`src/rtl/lineoblique_pkg.sv`:
```
// Shared types and constants for the oblique-line generator.
package lineoblique_pkg;

  localparam int unsigned X_W   = 11;
  localparam int unsigned Y_W   = 10;
  localparam int unsigned ERR_W = 13;

  localparam logic [23:0] DEFAULT_RGB = 24'hFFFFFF;
  localparam logic [23:0] MARK_RGB    = 24'hFF0000;

  typedef enum logic {StIdle, StRun} eng_state_e;

endpackage

```
`src/rtl/bresenham_step.sv`:
```
// Registered Bresenham engine: latches endpoints on frame_i while idle, then
// emits one pixel per clock until the end point is reached.
module bresenham_step
  import lineoblique_pkg::*;
(
  input  logic           clk_i,
  input  logic           rst_i,
  input  logic           frame_i,
  input  logic [X_W-1:0] x_start_i,
  input  logic [Y_W-1:0] y_start_i,
  input  logic [X_W-1:0] x_end_i,
  input  logic [Y_W-1:0] y_end_i,
  output logic           start_o,
  output logic           busy_o,
  output logic           done_o,
  output logic [X_W-1:0] x_o,
  output logic [Y_W-1:0] y_o
);

  eng_state_e              state_q, state_d;
  logic [X_W-1:0]          x_q, x_d, xf_q, xf_d;
  logic [Y_W-1:0]          y_q, y_d, yf_q, yf_d;
  logic signed [ERR_W-1:0] dx_q, dx_d, dy_q, dy_d, err_q, err_d;
  logic                    sx_neg_q, sx_neg_d, sy_neg_q, sy_neg_d;

  logic [X_W-1:0]          dx_abs;
  logic [Y_W-1:0]          dy_abs;
  logic signed [ERR_W-1:0] dx_new, dy_new, e2;
  logic                    at_end;

  always_comb begin
    dx_abs = (x_end_i >= x_start_i) ? (x_end_i - x_start_i) : (x_start_i - x_end_i);
    dy_abs = (y_end_i >= y_start_i) ? (y_end_i - y_start_i) : (y_start_i - y_end_i);
    // Zero-extend magnitudes before the signed view; dy is kept negative.
    dx_new = signed'({{(ERR_W - X_W){1'b0}}, dx_abs});
    dy_new = -signed'({{(ERR_W - Y_W){1'b0}}, dy_abs});
    e2     = err_q <<< 1;
    at_end = (x_q == xf_q) && (y_q == yf_q);
  end

  always_comb begin
    state_d  = state_q;
    x_d      = x_q;
    y_d      = y_q;
    xf_d     = xf_q;
    yf_d     = yf_q;
    dx_d     = dx_q;
    dy_d     = dy_q;
    err_d    = err_q;
    sx_neg_d = sx_neg_q;
    sy_neg_d = sy_neg_q;
    start_o  = 1'b0;
    done_o   = 1'b0;
    unique case (state_q)
      StIdle: begin
        if (frame_i) begin
          start_o  = 1'b1;
          state_d  = StRun;
          x_d      = x_start_i;
          y_d      = y_start_i;
          xf_d     = x_end_i;
          yf_d     = y_end_i;
          dx_d     = dx_new;
          dy_d     = dy_new;
          err_d    = dx_new + dy_new;
          sx_neg_d = x_end_i < x_start_i;
          sy_neg_d = y_end_i < y_start_i;
        end
      end
      StRun: begin
        if (at_end) begin
          done_o  = 1'b1;
          state_d = StIdle;
        end else begin
          // Both decisions compare against the old err; updates accumulate.
          if (e2 >= dy_q) begin
            err_d = err_d + dy_q;
            x_d   = sx_neg_q ? (x_q - X_W'(1)) : (x_q + X_W'(1));
          end
          if (e2 <= dx_q) begin
            err_d = err_d + dx_q;
            y_d   = sy_neg_q ? (y_q - Y_W'(1)) : (y_q + Y_W'(1));
          end
        end
      end
    endcase
  end

  always_ff @(posedge clk_i or posedge rst_i) begin
    if (rst_i) begin
      state_q  <= StIdle;
      x_q      <= '0;
      y_q      <= '0;
      xf_q     <= '0;
      yf_q     <= '0;
      dx_q     <= '0;
      dy_q     <= '0;
      err_q    <= '0;
      sx_neg_q <= 1'b0;
      sy_neg_q <= 1'b0;
    end else begin
      state_q  <= state_d;
      x_q      <= x_d;
      y_q      <= y_d;
      xf_q     <= xf_d;
      yf_q     <= yf_d;
      dx_q     <= dx_d;
      dy_q     <= dy_d;
      err_q    <= err_d;
      sx_neg_q <= sx_neg_d;
      sy_neg_q <= sy_neg_d;
    end
  end

  assign busy_o = (state_q == StRun);
  assign x_o    = x_q;
  assign y_o    = y_q;

endmodule

```
`src/rtl/lineoblique_gen.sv`:
```
// Raster timing plus one Bresenham line per frame, drawn in LINE_RGB.
// Define LINEOBLIQUE_ENDPOINT_MARK_EN to paint the first and last pixels pure red.
module lineoblique_gen
  import lineoblique_pkg::*;
#(
  parameter int unsigned H_TOTAL  = 800,
  parameter int unsigned V_TOTAL  = 480,
  parameter logic [23:0] LINE_RGB = DEFAULT_RGB
) (
  input  logic           clk,
  input  logic           reset,
  input  logic [X_W-1:0] x_offset,
  input  logic [Y_W-1:0] y_offset,
  input  logic [X_W-1:0] x_final,
  input  logic [Y_W-1:0] y_final,
  output logic [X_W-1:0] Xcount,
  output logic [Y_W-1:0] Ycount,
  output logic [X_W-1:0] Xline,
  output logic [Y_W-1:0] Yline,
  output logic           x_period,
  output logic           y_period,
  output logic           start_mark,
  output logic           done_mark,
  output logic           curseur,
  output logic [7:0]     red,
  output logic [7:0]     green,
  output logic [7:0]     blue
);

  logic [X_W-1:0] xcount_q, xcount_d;
  logic [Y_W-1:0] ycount_q, ycount_d;
  logic [23:0]    rgb;

  always_comb begin
    x_period = (xcount_q == X_W'(H_TOTAL - 1));
    y_period = x_period && (ycount_q == Y_W'(V_TOTAL - 1));
    xcount_d = x_period ? '0 : (xcount_q + X_W'(1));
    ycount_d = ycount_q;
    if (x_period) begin
      ycount_d = y_period ? '0 : (ycount_q + Y_W'(1));
    end
  end

  always_ff @(posedge clk or posedge reset) begin
    if (reset) begin
      xcount_q <= '0;
      ycount_q <= '0;
    end else begin
      xcount_q <= xcount_d;
      ycount_q <= ycount_d;
    end
  end

  bresenham_step u_engine (
    .clk_i     (clk),
    .rst_i     (reset),
    .frame_i   (y_period),
    .x_start_i (x_offset),
    .y_start_i (y_offset),
    .x_end_i   (x_final),
    .y_end_i   (y_final),
    .start_o   (start_mark),
    .busy_o    (curseur),
    .done_o    (done_mark),
    .x_o       (Xline),
    .y_o       (Yline)
  );

`ifdef LINEOBLIQUE_ENDPOINT_MARK_EN
  // The first pixel is always the cycle right after start_mark.
  logic first_q;
  always_ff @(posedge clk or posedge reset) begin
    if (reset) first_q <= 1'b0;
    else       first_q <= start_mark;
  end
`endif

  always_comb begin
    rgb = '0;
    if (curseur) begin
      rgb = LINE_RGB;
`ifdef LINEOBLIQUE_ENDPOINT_MARK_EN
      if (first_q || done_mark) rgb = MARK_RGB;
`endif
    end
  end

  assign Xcount = xcount_q;
  assign Ycount = ycount_q;
  assign {red, green, blue} = rgb;

endmodule

```
`config.mk`:
```
export PLATFORM = sky130hd
export DESIGN_NAME = lineoblique_gen
export DESIGN_NICKNAME = d
export VERILOG_FILES = /design/src/rtl/lineoblique_pkg.sv /design/src/rtl/bresenham_step.sv /design/src/rtl/lineoblique_gen.sv
export SDC_FILE = /design/constraint.sdc
export NUM_CORES = 1
export LEC_CHECK = 0
export CAP_MARGIN = 30
export CELL_PAD_IN_SITES_DETAIL_PLACEMENT = 0
export CELL_PAD_IN_SITES_GLOBAL_PLACEMENT = 2
export CORE_UTILIZATION = 30
export CTS_CLUSTER_DIAMETER = 40
export DETAILED_ROUTE_END_ITERATION = 6
export PLACE_DENSITY = 0.78
export SETUP_SLACK_MARGIN = 0.05
export SYNTH_ARGS = -nofsm -noshare
export SYNTH_HDL_FRONTEND = slang
export SYNTH_SLANG_ARGS = --single-unit
```
`constraint.sdc`:
```
create_clock -name clk -period 9.3 [get_ports clk]
set_input_delay 0.93 -clock clk [delete_from_list [all_inputs] [get_ports clk]]
set_output_delay 0.93 -clock clk [all_outputs]
set_load 0.05 [all_outputs]
```
Word-level counts from Yosys, hierarchy flattened
Cells that the tools add are included.
Storage, ports and cells
  input bits: 44
  bits in registers: 103
  output and inout port bits: 71
  logic and storage cells: 75
Operators by class
  eq/ne operators: 8
  bitwise logic cells: 1
  mux-type cells: 28
  $add $sub $neg: 14
  magnitude comparators: 6
  reductions and logical operators: 6
Operators by type and width (count)
  2-to-1 mux 13 bit: 6
  2-to-1 mux 11 bit: 6
  2-to-1 mux 10 bit: 6
  case mux 13 bit (2 select lines): 1
  2-to-1 mux 24 bit: 1
  adder 11 x 1 -> 11 bit, second input constant: 2
  case mux 11 bit (2 select lines): 1
  subtractor 11 bit: 2
  adder 10 x 1 -> 10 bit, second input constant: 2
  case mux 10 bit (2 select lines): 1
  subtractor 10 bit: 2
  adder 12 x 13 -> 13 bit: 1
  adder 13 x 12 -> 13 bit: 1
  adder 13 bit: 1
  >= comparator 13 bit: 1
  less-or-equal comparator 13 x 12 -> 1 bit: 1
  negation 10 -> 13 bit: 1
  == test 11 x 10 -> 1 bit, second input constant: 1
  == test 11 bit: 1
  >= comparator 11 bit: 1
  less-than comparator 11 bit: 1
  subtractor 11 x 1 -> 11 bit, second input constant: 1
  == test 10 bit: 1
  == test 10 x 9 -> 1 bit, second input constant: 1
  other kinds (10): 20

Logic depth before layout (Yosys ltp)
  depth in word-level cells: 8
  depth in mapped cells: 27
  depth with buffers taken out: 26

By module
From an unflattened synthesis, not the netlist that was laid out.
Second synthesis, totals
  cells, all modules: 1122
  area total of the unflattened synthesis: 9625.5 um2
By module, submodules not included
  bresenham_step: instances 1, cells an instance 1000, area an instance 8425.6 um2, sequential area each 2026.9 um2
  lineoblique_gen: instances 1, cells an instance 122, area an instance 1199.9 um2, sequential area each 525.5 um2

Worst setup path before layout
Ideal clock, no wire load.
  path kind: input-to-reg
  from: input port y_final[0]
  to: register u_engine.err_q[10]
  data required time: 9.218 ns
  setup slack: 4.295 ns
  library setup time: 0.082 ns
  data arrival time: 4.923 ns
  cell stages on the path: 24
  buffers on the path: 1
  cell sequence: inv_1 -> ha_1 -> fa_1 -> nand2b_1 -> a311o_1 -> o211a_1 -> buf_4 -> nand2_1 -> nand2_1 -> ha_1 -> xor2_1 -> ha_1 -> nor2b_1 -> o21ai_0 -> nand2_1 -> a21o_1 -> a21o_1 -> a21o_1 -> a21o_1 -> a21o_1 -> a21oi_1 -> xnor2_1 -> o22ai_1 -> a31oi_1
On the way
  cells in the longest elaborated chain, start to end: 6
  elaborated cells on any way between the ends: 8
  those cells by class: 4 x add/sub; 1 x order compare; 3 x mux
Ends and longest elaborated chain
  start: declaration: line lineoblique_gen.sv:15  | input logic [Y_W-1:0] y_final,
  subtractor 10 bit or >= comparator 10 bit (tied branches): line bresenham_step.sv:33  | dy_abs = (y_end_i >= y_start_i) ? (y_end_i - y_start_i) : (y_start_i - y_end_i);
  2-to-1 mux 10 bit *: line bresenham_step.sv:33
  negation 10 -> 13 bit *: line bresenham_step.sv:36  | dy_new = -signed'({{(ERR_W - Y_W){1'b0}}, dy_abs});
  net u_engine.dy_new[2]: line bresenham_step.sv:28  | logic signed [ERR_W-1:0] dx_new, dy_new, e2;
  adder 12 x 13 -> 13 bit *: line bresenham_step.sv:65  | err_d = dx_new + dy_new;
  2-to-1 mux 13 bit *: line bresenham_step.sv:56  | if (frame_i) begin
  case mux 13 bit (2 select lines) *: line bresenham_step.sv:54  | unique case (state_q)
  end signal: assignment: line bresenham_step.sv:109  | err_q <= err_d;
  end: declaration: line bresenham_step.sv:23  | logic signed [ERR_W-1:0] dx_q, dx_d, dy_q, dy_d, err_q, err_d;
The timed path passes the listed nets; every way through them passes the cells marked *. The select of a mux whose other input is x is not followed.
A chain may end at the register's enable or synchronous reset.

Final worst setup path
  from: input port x_offset[8]
  to: register u_engine.err_q[10]
On the way
  cells in the longest elaborated chain, start to end: 5
  elaborated cells on any way between the ends: 7
  those cells by class: 3 x add/sub; 1 x order compare; 3 x mux
Ends and longest elaborated chain
  start: declaration: line lineoblique_gen.sv:12  | input logic [X_W-1:0] x_offset,
  >= comparator 11 bit: line bresenham_step.sv:32  | dx_abs = (x_end_i >= x_start_i) ? (x_end_i - x_start_i) : (x_start_i - x_end_i);
  2-to-1 mux 11 bit: line bresenham_step.sv:32
  net u_engine.dx_abs[2]: line bresenham_step.sv:26  | logic [X_W-1:0] dx_abs;
  adder 12 x 13 -> 13 bit: line bresenham_step.sv:65
  2-to-1 mux 13 bit: line bresenham_step.sv:56
  case mux 13 bit (2 select lines): line bresenham_step.sv:54
The timed path passes the listed nets, and every way through them passes these cells. The select of a mux whose other input is x is not followed.

==> out/metrics.cfg <==
[status]
status=complete, no violations

[layout]
syn2layout_area_growth_pct=18.60
layout_commonest_cell=inv_1
fillCellCount=3158
final_cell_mix=inv_1, ha_1, clkdlybuf4s50_1, dfrtp_1, a21oi_1
drive_gt1_share_pct=7.210
final_nets=1328
fin_util_pct=36.34
antenna_cells=0

[global_routing]
gr-usage-met1_pct=22.39
grt_pass1_wl_um=39630
grt.met3_usage_pct=1.845
grt_usage_pct=15.98
use_met2_pct=26.05
busiest_layer=met2
antenna_found_initial=0
overflow=0
grt_pass1_vias=7401
grt_max_degree=70

[clock_network]
root_buffer=clkbuf_16
cts.repair.resized=0
cts_setup_buffers=0
cts_tree=yes
cts_buffers=9
htree_levels=3
cts_buffer_depth=2
clkSinkCount=102
clk_latency_ns=0.37
ctsHoldBuffers=0
clk_pin_slew_worst_paths_ns=0.08

[power_and_ir_drop]
power_leakage_nw=5.084
peakVddDrop_v=0.00008380
power.density_nw_per_um2=115.7

[logic_synthesis]
synth-edff-count=0
synth_area_leaders=dfrtp_1, ha_1, xnor2_1
synth_nets=1249
syn_area_um2=9397
synth_top_cell_by_area=dfrtp_1
async_reset_ff_share_pct=100.0
yosysSeqAreaShare_pct=27.16
synth_top_area_share_pct=27.16
synth_cells=1081
avgSynthCellArea_um2=8.692
synthFlopType=dfrtp_1
yosys_warnings=0
synth-seq-cells=102
ys_types=67

[timing]
setup_viol=0
fmax_mhz=174.8
tns_ns=0
rsz0062_at_grt=no
period_needed_ns=5.722
max_slew_margin_pct=49.02
clock_skew_ns=0.007681
timing.final.crit_share_pct=61.53
slew_violations=0
worstMarginPinSlew_ns=0.7629
hold_viol=0

[die]
rows=64
die_w_um=179.0
fp.coreArea_um2=30670
start_util_pct=30.64
dieArea_um2=32030
ios=115
die_y_um=179.0

[drt]
drtAntennaViolNets=0
wl_per_cell_um=15.85
vias_per_cell=4.839
num_vias=7554
drcViolationCount=0
wirelength_um=24740
drt_iter0_drc=336
first_pass_iters=4

[job]
drv_cap=0

[critical_path]
cp-endpoint=u_engine.err_q[10]
worstPathCellList=clkdlybuf4s50_1 > inv_1 > ha_1 > a21oi_1 > o21ai_0 > a41oi_1 > nand2_1 > mux2i_1 > xnor2_1 > ha_1 > nor2b_1 > o21ai_0 > nand2_1 > a21o_1 > a21o_1 > a21o_1 > a21o_1 > a21o_1 > a21oi_1 > xnor2_1 > o22ai_1 > a31oi_1
end_kind=register
required_ns=9.59
r2r_setup_slack_ns=3.67
r2r-end=u_engine.err_q[11]
rr_worst_depth=25
critPathArrivalTime_ns=6.02
setup.worst_path.start_class=input pin
cp_slowest_cell=a41oi_1
crit_path_frequent_cell=a21o_1
cp-startpoint=x_offset[8]
critical_path_class=in2reg
rr_startpoint=u_engine.err_q[0]
crit_fanout=12
crit_path_max_incr_delay_ns=0.53

[place]
place_hpwl_um=19440
port-buffer-count=114
gp_congestion=0.7994

[min_path]
hp-class=reg2reg

[sequential cells by signal, indices dropped and copies added (netlist names)]
signal and cells:
u_engine.y_o 10, u_engine.busy_o 1, Xcount 11, u_engine.dx_q 11, u_engine.dy_q 13, u_engine.sy_neg_q 1, u_engine.sx_neg_q 1, u_engine.x_o 11
u_engine.xf_q 11, Ycount 10, u_engine.yf_q 10, u_engine.err_q 12
[worst max-delay path: cells and delay by family]
kind                       cells  cell delay, ns
and+or+nand+nor                3            0.76
muxes                          1            0.31
AOI/OAI and AO/OA             12            2.39
xor gates and xnor gates       2            0.34
buffers and inverters          2            0.58
adders and majority gates      2            0.70
[per-stage QoR]
stage                     setup slack (ns)  cells  total power [mW]  hold WS (ns)  instance area (um^2)
after floorplan                      4.295   1081            0.7544        0.4641                  9397
after global placement               3.373   1544            0.8642        0.4744                 10790
after detailed placement             3.258   1544            0.8657        0.4803                 10790
after CTS                            3.623   1560             1.303        0.4984                 11120
after global routing                 3.087   1561             1.366        0.5041                 11140
final                                3.578   1561             1.289        0.4942                 11140
[routing by layer]
metal	vias to the layer above	wire, um
met4	0	263
met3	14	538
met5	-	0
met1	3569	12540
met2	103	11400
li1	3868	-
[where the power goes]
part | internal [mW] | total, mW | switching, mW
clock network | 0.240 | 0.432 | 0.192
logic | 0.178 | 0.414 | 0.236
registers | 0.443 | 0.443 | 0
[synthesized netlist by cell type (3+ instances only)]
library cell / instances
or3_1: 4
a21o_1: 28
nand2b_1: 9
xnor2_2: 4
nand3_1: 30
mux2_2: 40
o21bai_1: 8
a31oi_1: 7
o31a_1: 4
nand2_1: 67
nor3_1: 12
o21ai_0: 70
a211oi_1: 4
nor2b_1: 14
a211o_1: 3
fa_1: 9
nand3b_1: 4
o21a_1: 14
mux2i_1: 22
xnor2_1: 67
and2_1: 7
inv_1: 121
clkbuf_1: 20
buf_4: 25
ha_1: 115
a21boi_0: 9
o211ai_1: 3
dfrtp_1: 102
buf_2: 8
xor2_1: 24
nor2_1: 74
nor4_1: 4
o22ai_1: 6
nand4_1: 13
and3_1: 7
a21oi_1: 82
[layout make-up]
type	count	area, um^2	share of cell area [%]
Multi-Input combinational cell	803	6085	54.60
Sequential cell	102	2554	22.91
Tap cell	396	495.5	4.446
Clock inverter	7	103.9	0.9319
Inverter	122	460.4	4.132
Timing Repair Buffer	122	1221	10.96
Clock buffer	9	225.2	2.021
[logic make-up (layout without fill, tap and decap cells)]
kind of cell	count (synthesis)	in the layout	share of synthesized area [%]
AOI/OAI and AO/OA	263	263	17.50
xor gates and xnor gates	96	96	9.348
adders and majority gates	124	124	17.23
buffers and inverters	176	260	8.149
DFF	102	102	27.16
muxes	62	62	7.137
and+or+nand+nor	258	258	13.48
[how the worst min path moves through the flow]
stage                         to  cells after the start               from  slack, ns
2_1_floorplan  u_engine.dy_q[12]                      1  u_engine.dy_q[12]       0.46
3_3_place_gp   u_engine.dy_q[12]                      1  u_engine.dy_q[12]       0.47
3_5_place_dp   u_engine.dy_q[12]                      1  u_engine.dy_q[12]       0.48
4_1_cts        u_engine.dy_q[12]                      1  u_engine.dy_q[12]       0.50
5_1_grt        u_engine.dy_q[12]                      1  u_engine.dy_q[12]       0.50
6_report       u_engine.dy_q[12]                      1  u_engine.dy_q[12]       0.49
Power figures use the tool's default switching activity.
